## config.mk

```make
export PLATFORM = sky130hd
export DESIGN_NAME = alu_mc_flat
export DESIGN_NICKNAME = d
export VERILOG_FILES = /design/src/rtl/alu_mc_if.sv /design/src/rtl/alu_mc.sv /design/src/flat_wrapper.sv
export SDC_FILE = /design/constraint.sdc
export NUM_CORES = 1
export LEC_CHECK = 0
export ABC_CLOCK_PERIOD_IN_PS = 7500
export CORE_ASPECT_RATIO = 1.5
export CORE_UTILIZATION = 45
export CTS_BUF_LIST = sky130_fd_sc_hd__clkbuf_8 sky130_fd_sc_hd__clkbuf_16
export CTS_CLUSTER_DIAMETER = 100
export DETAILED_ROUTE_END_ITERATION = 8
export PLACE_DENSITY_LB_ADDON = 0.05
export SLEW_MARGIN = 40
export SYNTH_ARGS = -nofsm -noshare
export SYNTH_HDL_FRONTEND = slang
export SYNTH_SLANG_ARGS = --single-unit
export TNS_END_PERCENT = 50
```

## constraint.sdc

```tcl
create_clock -name clk -period 7.5 [get_ports clk]
set_input_delay 1.5 -clock clk [delete_from_list [all_inputs] [get_ports clk]]
set_output_delay 1.5 -clock clk [all_outputs]
set_load 0.1 [all_outputs]
```

## src/rtl/alu_mc_if.sv

```systemverilog
// Execute-stage ALU bus: operation request side and result side.
// Handshake rule (both sides): a transfer happens on a rising edge where
// valid && ready are both high; valid-side data must be held stable while
// valid is high and ready is low, and ready may depend combinationally on
// the state of the receiver only.
interface alu_mc_if #(
  parameter int WIDTH = 32,
  parameter int SHW   = $clog2(WIDTH)
);
  logic             in_valid;
  logic             in_ready;
  logic [WIDTH-1:0] arg1;
  logic [WIDTH-1:0] arg2;
  logic [4:0]       alu_op;
  logic [SHW-1:0]   shamt;
  logic             out_valid;
  logic             out_ready;
  logic [WIDTH-1:0] result;
  logic             zero;
  logic             illegal_op;

  // Pipeline side driving operations in and draining results.
  modport master (
    output in_valid, arg1, arg2, alu_op, shamt, out_ready,
    input  in_ready, out_valid, result, zero, illegal_op
  );

  // ALU side.
  modport slave (
    input  in_valid, arg1, arg2, alu_op, shamt, out_ready,
    output in_ready, out_valid, result, zero, illegal_op
  );
endinterface

```

## src/rtl/alu_mc.sv

```systemverilog
// Multicycle ALU: single-cycle integer ops with a registered output, plus
// iterative shift-add multiply and restoring unsigned divide/remainder that
// take WIDTH iterations and one write-back cycle. State is exposed on
// dbg_state_o for checkers.
module alu_mc #(
  parameter int WIDTH = 32,
  parameter int SHW   = $clog2(WIDTH)
) (
  input  logic       clk,
  input  logic       rst,
  alu_mc_if.slave    bus,
  output logic [1:0] dbg_state_o
);

  typedef enum logic [1:0] {
    S_IDLE = 2'd0,
    S_MUL  = 2'd1,
    S_DIV  = 2'd2,
    S_WB   = 2'd3
  } state_t;

  localparam logic [4:0] OP_ADD  = 5'b00000;
  localparam logic [4:0] OP_SUB  = 5'b00001;
  localparam logic [4:0] OP_AND  = 5'b00010;
  localparam logic [4:0] OP_OR   = 5'b00011;
  localparam logic [4:0] OP_NOR  = 5'b00100;
  localparam logic [4:0] OP_SLL  = 5'b00101;
  localparam logic [4:0] OP_SRL  = 5'b00110;
  localparam logic [4:0] OP_SRA  = 5'b00111;
  localparam logic [4:0] OP_SLT  = 5'b01000;
  localparam logic [4:0] OP_SLTU = 5'b01001;
  localparam logic [4:0] OP_XOR  = 5'b01010;
  localparam logic [4:0] OP_MUL  = 5'b01011;
  localparam logic [4:0] OP_DIVU = 5'b01100;
  localparam logic [4:0] OP_REMU = 5'b01101;

  localparam logic [SHW-1:0] LAST_ITER = SHW'(WIDTH - 1);

  state_t           state_q, state_d;
  logic [SHW-1:0]   cnt_q, cnt_d;
  // mul: x = multiplicand (shifts left), y = multiplier (shifts right),
  //      acc = running product.
  // div: x = divisor, y = dividend shifting out / quotient shifting in,
  //      acc = partial remainder.
  logic [WIDTH-1:0] x_q, x_d;
  logic [WIDTH-1:0] y_q, y_d;
  logic [WIDTH-1:0] acc_q, acc_d;
  logic             quo_sel_q, quo_sel_d;  // write back y (quotient) instead of acc
  logic             out_valid_q, out_valid_d;
  logic [WIDTH-1:0] result_q, result_d;
  logic             zero_q, zero_d;
  logic             illegal_q, illegal_d;

  logic             in_ready;
  logic             accept;
  logic             load;
  logic [WIDTH-1:0] sc_res;
  logic             sc_illegal;
  logic             is_multi;
  logic [WIDTH:0]   trial;

  assign in_ready = (state_q == S_IDLE) && (!out_valid_q || bus.out_ready);
  assign accept   = bus.in_valid && in_ready;

  // Single-cycle result decode; undefined opcodes yield 0 and flag illegal.
  always_comb begin
    sc_res     = '0;
    sc_illegal = 1'b0;
    is_multi   = 1'b0;
    case (bus.alu_op)
      OP_ADD:  sc_res = bus.arg1 + bus.arg2;
      OP_SUB:  sc_res = bus.arg1 - bus.arg2;
      OP_AND:  sc_res = bus.arg1 & bus.arg2;
      OP_OR:   sc_res = bus.arg1 | bus.arg2;
      OP_NOR:  sc_res = ~(bus.arg1 | bus.arg2);
      OP_SLL:  sc_res = bus.arg2 << bus.shamt;
      OP_SRL:  sc_res = bus.arg2 >> bus.shamt;
      OP_SRA:  sc_res = WIDTH'($signed(bus.arg2) >>> bus.shamt);
      OP_SLT:  sc_res = {{(WIDTH-1){1'b0}}, ($signed(bus.arg1) < $signed(bus.arg2))};
      OP_SLTU: sc_res = {{(WIDTH-1){1'b0}}, (bus.arg1 < bus.arg2)};
      OP_XOR:  sc_res = bus.arg1 ^ bus.arg2;
      OP_MUL, OP_DIVU, OP_REMU: is_multi = 1'b1;
      default: sc_illegal = 1'b1;
    endcase
  end

  // Restoring-division trial subtract; a zero divisor always "succeeds",
  // which naturally gives an all-ones quotient and remainder = dividend.
  assign trial = {acc_q, y_q[WIDTH-1]} - {1'b0, x_q};

  // Next-state, iteration datapath and output-register control.
  always_comb begin
    state_d     = state_q;
    cnt_d       = cnt_q;
    x_d         = x_q;
    y_d         = y_q;
    acc_d       = acc_q;
    quo_sel_d   = quo_sel_q;
    result_d    = result_q;
    zero_d      = zero_q;
    illegal_d   = illegal_q;
    load        = 1'b0;

    case (state_q)
      S_IDLE: begin
        if (accept) begin
          if (is_multi) begin
            cnt_d     = '0;
            acc_d     = '0;
            quo_sel_d = (bus.alu_op == OP_DIVU);
            if (bus.alu_op == OP_MUL) begin
              x_d     = bus.arg1;
              y_d     = bus.arg2;
              state_d = S_MUL;
            end else begin
              x_d     = bus.arg2;
              y_d     = bus.arg1;
              state_d = S_DIV;
            end
          end else begin
            load      = 1'b1;
            result_d  = sc_res;
            zero_d    = (sc_res == '0);
            illegal_d = sc_illegal;
          end
        end
      end
      S_MUL: begin
        acc_d = acc_q + (y_q[0] ? x_q : '0);
        x_d   = x_q << 1;
        y_d   = y_q >> 1;
        cnt_d = cnt_q + 1'b1;
        if (cnt_q == LAST_ITER) state_d = S_WB;
      end
      S_DIV: begin
        if (!trial[WIDTH]) begin
          acc_d = trial[WIDTH-1:0];
          y_d   = {y_q[WIDTH-2:0], 1'b1};
        end else begin
          acc_d = {acc_q[WIDTH-2:0], y_q[WIDTH-1]};
          y_d   = {y_q[WIDTH-2:0], 1'b0};
        end
        cnt_d = cnt_q + 1'b1;
        if (cnt_q == LAST_ITER) state_d = S_WB;
      end
      S_WB: begin
        load      = 1'b1;
        result_d  = quo_sel_q ? y_q : acc_q;
        zero_d    = ((quo_sel_q ? y_q : acc_q) == '0);
        illegal_d = 1'b0;
        state_d   = S_IDLE;
      end
      default: state_d = S_IDLE;
    endcase

    if (load)               out_valid_d = 1'b1;
    else if (bus.out_ready) out_valid_d = 1'b0;
    else                    out_valid_d = out_valid_q;
  end

  // State and datapath registers; reset aborts any iteration in flight.
  always_ff @(posedge clk or posedge rst) begin
    if (rst) begin
      state_q     <= S_IDLE;
      cnt_q       <= '0;
      x_q         <= '0;
      y_q         <= '0;
      acc_q       <= '0;
      quo_sel_q   <= 1'b0;
      out_valid_q <= 1'b0;
      result_q    <= '0;
      zero_q      <= 1'b0;
      illegal_q   <= 1'b0;
    end else begin
      state_q     <= state_d;
      cnt_q       <= cnt_d;
      x_q         <= x_d;
      y_q         <= y_d;
      acc_q       <= acc_d;
      quo_sel_q   <= quo_sel_d;
      out_valid_q <= out_valid_d;
      result_q    <= result_d;
      zero_q      <= zero_d;
      illegal_q   <= illegal_d;
    end
  end

  assign bus.in_ready   = in_ready;
  assign bus.out_valid  = out_valid_q;
  assign bus.result     = result_q;
  assign bus.zero       = zero_q;
  assign bus.illegal_op = illegal_q;
  assign dbg_state_o    = state_q;

endmodule

```

## src/flat_wrapper.sv

```systemverilog
// flat-port wrapper written by rule: the top's interface ports become plain ports
module alu_mc_flat 
#(
  parameter int WIDTH = 32,
  parameter int SHW   = $clog2(WIDTH)
)
  (clk, rst, dbg_state_o, bus_in_valid, bus_arg1, bus_arg2, bus_alu_op, bus_shamt, bus_out_ready, bus_in_ready, bus_out_valid, bus_result, bus_zero, bus_illegal_op);
  alu_mc_if #(.WIDTH(WIDTH), .SHW(SHW)) bus_i ();
  input  logic clk;
  input  logic rst;
  output logic [1:0] dbg_state_o;
  input wire logic [$bits(bus_i.in_valid)-1:0] bus_in_valid;
  input wire logic [$bits(bus_i.arg1)-1:0] bus_arg1;
  input wire logic [$bits(bus_i.arg2)-1:0] bus_arg2;
  input wire logic [$bits(bus_i.alu_op)-1:0] bus_alu_op;
  input wire logic [$bits(bus_i.shamt)-1:0] bus_shamt;
  input wire logic [$bits(bus_i.out_ready)-1:0] bus_out_ready;
  output wire logic [$bits(bus_i.in_ready)-1:0] bus_in_ready;
  output wire logic [$bits(bus_i.out_valid)-1:0] bus_out_valid;
  output wire logic [$bits(bus_i.result)-1:0] bus_result;
  output wire logic [$bits(bus_i.zero)-1:0] bus_zero;
  output wire logic [$bits(bus_i.illegal_op)-1:0] bus_illegal_op;
  assign bus_i.in_valid = bus_in_valid;
  assign bus_i.arg1 = bus_arg1;
  assign bus_i.arg2 = bus_arg2;
  assign bus_i.alu_op = bus_alu_op;
  assign bus_i.shamt = bus_shamt;
  assign bus_i.out_ready = bus_out_ready;
  assign bus_in_ready = bus_i.in_ready;
  assign bus_out_valid = bus_i.out_valid;
  assign bus_result = bus_i.result;
  assign bus_zero = bus_i.zero;
  assign bus_illegal_op = bus_i.illegal_op;
  alu_mc #(.WIDTH(WIDTH), .SHW(SHW)) u_core (.clk(clk), .rst(rst), .bus(bus_i), .dbg_state_o(dbg_state_o));
endmodule
```

==> results.md <==
- Outcome: complete, no violations
- Via-to-Cell Ratio: between 6 and 7
- Post-synthesis mux area share: 0.1325
- Critical path's largest stage delay: ~0.84 ns
- Fillers: 4722
- Critical setup path kind: in -> reg
- Slew HR: 0.3837
- Post-Syn Instances: about 2900
- Element type at the critical path end: register
- Worst setup SP type: input pin
- Clock Sinks: ~140
- Area after DPL: approximately 23000 µm²
- Layout cells sized above 1: 0.1031
- Die area: roughly 48000 µm²
- CTS Buf Count: 17
- Crit path cell chain: clkdlybuf4s50_1 -> inv_1 -> ha_1 -> inv_1 -> o221ai_1 -> a211oi_1 -> o21ai_1 -> buf_4 -> and4b_1 -> o31ai_1 -> mux2i_1 -> xnor2_1 -> o41ai_1 -> buf_4 -> o21ai_0 -> nand2_1
- Routed length per instance: slightly below 30 µm
- Router iterations before antenna repair: 6
- Post-CTS Resized: 0
- VDD IR max: roughly 0.3 mV
- CTS tree: built
- Syn_nets: 3164
- Cells after DPL: ~3500
- Post-synthesis average cell area: around 7.4 µm²
- Final cell count without fillers: approximately 3500
- XOR/XNOR Fraction of Synth Area: 0.02660
- # DRC: 0
- Remaining global-route overflow: 0
- CP max FO: 11
- Final nets: approximately 3200
- Final setup vio count: 0
- Post-Syn Area: 21400 µm²
- CP delay by family, top: compound AO/OA/AOI/OAI gates
- Finished Cell Area: around 24000 µm²
- Tightest Hold Check Type: reg -> reg
- Fin crit share: 0.8891
- Final ANT Viol Nets: 0
- CTS Buffer Depth: 2
- Yosys warns: 0
- Cell Pwr Density: approximately 310 nW/µm²
- Synthesis-stage register bit count: roughly 140
- WP data required: about 7.9 ns
- CTS root buffer: clkbuf_16
- Min Tclk post-route: roughly 6.7 ns
- Later-pin clock latency in the skew report: around 0.44 ns
- Core Area: 46850 µm²
- Post-Synth Simple-Gate Area: 0.1963
- Adder-cell share of the synthesized area: 0.1043
- DR iter-0 viols: approximately 3200
- PortBufs: about 120
- Largest family of logic cells by synthesized area: compound AO/OA/AOI/OAI gates
- Initial antenna violation count: 1
- Die height: around 270 µm
- GPL Wtd Cong: between 1 and 1.5
- Synth Area in Compound Gates: 0.3069
- CP max stage cell: clkdlybuf4s50_1
- Ys async rst share: 1.000
- Overall die width: ~180 µm
- Clock Skews: 0.01331 ns
- Worst-path clk slew: 0.06 ns
- Sequential cell area: around 3500 µm²
- Final setup margin: slightly above 0.8 ns
- Worst Tran Pin Value: 0.9147 ns
- Area of the multi-input gates: 16530 µm²
- Setup WS pre-CTS: about 0.64 ns
- Leak: between 0.01 and 0.015 µW
- Seq/Total Area, Yosys: 0.1625
- Setup_tns: 0 ns
- Final Hold Fails: 0
- Final wirelength: ~100 mm
- Post-DP HPWL: a little under 80 mm
- # H-tree levels: 4
- CTS hold repair buffers: 0
- Distinct cells, synth: 94
- Initial Utilization: 0.4568
- All-Layer GR Usage: 0.4131
- Number of synthesized flops with an enable pin: 0
- Arrival time worst endpoint: roughly 7.0 ns
- Via count: 23900
- Num rows: between 90 and 100
- Fin. max-slew vios: 0
- Ys flop type: dfrtp_1
- RSZ-0062 raised after global routing: false
- Area delta synth->final: 10.05%
- Io pins: ~120
- Vias in the first global route: 22640
- Largest net degree at the start of global routing: 90
- Max-Cap Viols: 0
- Critical path buffers and inverters: 5
- # Post-CTS Setup Buffers: 0
- First-pass GRT wire length: between 100 and 150 mm
- FMAX: around 150 MHz
## cells in the mapped netlist, drive strengths merged, types with 8 or more instances
cell type / n / share of area
or3: 13 / 0.0038
nand3: 44 / 0.010
a2bb2oi: 10 / 0.0041
xnor2: 44 / 0.018
mux4: 61 / 0.064
o22ai: 15 / 0.0047
o21ai: 283 / 0.066
and2: 47 / 0.014
a31oi: 27 / 0.0079
o21bai: 20 / 0.0070
nand3b: 8 / 0.0028
o221ai: 11 / 0.0045
clkbuf: 171 / 0.030
buf: 54 / 0.014
nor3: 61 / 0.014
a211oi: 29 / 0.010
a221o: 11 / 0.0051
and3: 18 / 0.0053
o2111ai: 11 / 0.0045
o211ai: 34 / 0.012
nor4: 20 / 0.0064
inv: 152 / 0.027
a221oi: 24 / 0.0098
or2: 8 / 0.0023
mux2: 30 / 0.016
a22oi: 69 / 0.024
o21a: 18 / 0.0063
nand2: 299 / 0.052
nand4: 30 / 0.0088
mux2i: 112 / 0.052
ha: 172 / 0.10
a222oi: 11 / 0.0051
o31ai: 26 / 0.0094
a211o: 20 / 0.0082
nand2b: 22 / 0.0064
nor2: 301 / 0.053
xor2: 21 / 0.0086
a2111oi: 8 / 0.0036
dfrtp: 139 / 0.16
nor2b: 21 / 0.0061
a21oi: 283 / 0.066
a21o: 42 / 0.015
## worst paths after layout
check / from / endpoint / slack, ns / cells after the start
worst min-delay path: u_core.bus.result[17] / u_core.bus.result[17] / 0.48 / 2
max in group asynchronous: rst / u_core.quo_sel_q / 4.80 / 3
worst max register to register: u_core.y_q[0] / u_core.acc_q[28] / 2.62 / 15
min in group asynchronous: rst / u_core.acc_q[27] / 1.56 / 2
worst min register to register: u_core.bus.result[17] / u_core.bus.result[17] / 0.48 / 2
worst max-delay path: bus_arg2[6] / u_core.bus.result[29] / 0.83 / 16
## state kept, by name (all words and copies together) (netlist names)
name                   flops
u_core.bus.result         32
u_core.quo_sel_q           1
u_core.bus.illegal_op      1
u_core.cnt_q               5
u_core.y_q                32
u_core.bus.out_valid       1
u_core.x_q                32
u_core.dbg_state_o         2
u_core.bus.zero            1
u_core.acc_q              32
## cells in the final DEF (no fill, tap or decap), types with 42 or more instances in the layout
master / synthesis / routed
a21o_1: 42 / 42
buf_4: 7 / 88
a21oi_1: 283 / 283
and2_1: 47 / 47
nand3_1: 44 / 44
xnor2_1: 44 / 43
mux2i_1: 112 / 112
o21ai_0: 278 / 275
nand2_1: 299 / 299
inv_1: 150 / 149
dfrtp_1: 139 / 137
a22oi_1: 69 / 67
clkdlybuf4s50_1: 0 / 72
nor2_1: 301 / 297
ha_1: 172 / 170
mux4_2: 61 / 61
nor3_1: 61 / 58
## per-stage QoR
step / total power, µW / util / hold WS, ns
floorplan: 5046 / - / 0.4712
global placement: 6350 / 0.4931 / 0.4609
detailed placement: 6380 / 0.4899 / 0.4703
CTS: 7267 / 0.5024 / 0.4872
global route: 7837 / 0.5027 / 0.5041
finish: 7347 / 0.5028 / 0.4837
## worst reg2reg max path: cells and delay by family (launching register included)
kind,cells,cell delay [ns]
flip-flops,1,0.62
AO/OA/AOI/OAI,8,2.40
AND/OR/NAND/NOR,5,1.08
adder cells (fa/ha/maj),2,0.67
## report_power, final
group	internal, µW	switching [µW]	leakage (µW)
sequential	1050	358	0.00180
combinational	1710	3350	0.00819
clock	495	375	0.000285
total	3260	4090	0.0103
## layer usage
metal / vias up / track usage / wire, µm
li1: 10730 / - / -
met3: 335 / 0.05084 / 7461
met2: 1263 / 0.7003 / 48190
met4: 0 / 0.3054 / 8380
met5: - / 0 / 0
met1: 11580 / 0.4836 / 37740
## layout make-up
class,instances,share of cell area
clock inverters,14,0.006800
flip-flops and latches,139,0.1478
repair buffers,204,0.06943
inverters,153,0.02460
clock buffers,17,0.01806
diodes,1,0.0001062
well taps,594,0.03156
multi-input cells,2393,0.7017
## logic make-up (layout without fill, tap and decap cells)
| group | after synthesis | in the layout |
|---|---|---|
| buffers and inverters | 378 | 388 |
| xor gates and xnor gates | 65 | 65 |
| AOI/OAI and AO/OA | 1030 | 1030 |
| and+or+nand+nor | 919 | 919 |
| adders and majority gates | 176 | 176 |
| DFF | 139 | 139 |
| muxes | 203 | 203 |
| other | 0 | 1 |
Note: power is estimated with default switching activity, not from simulation.
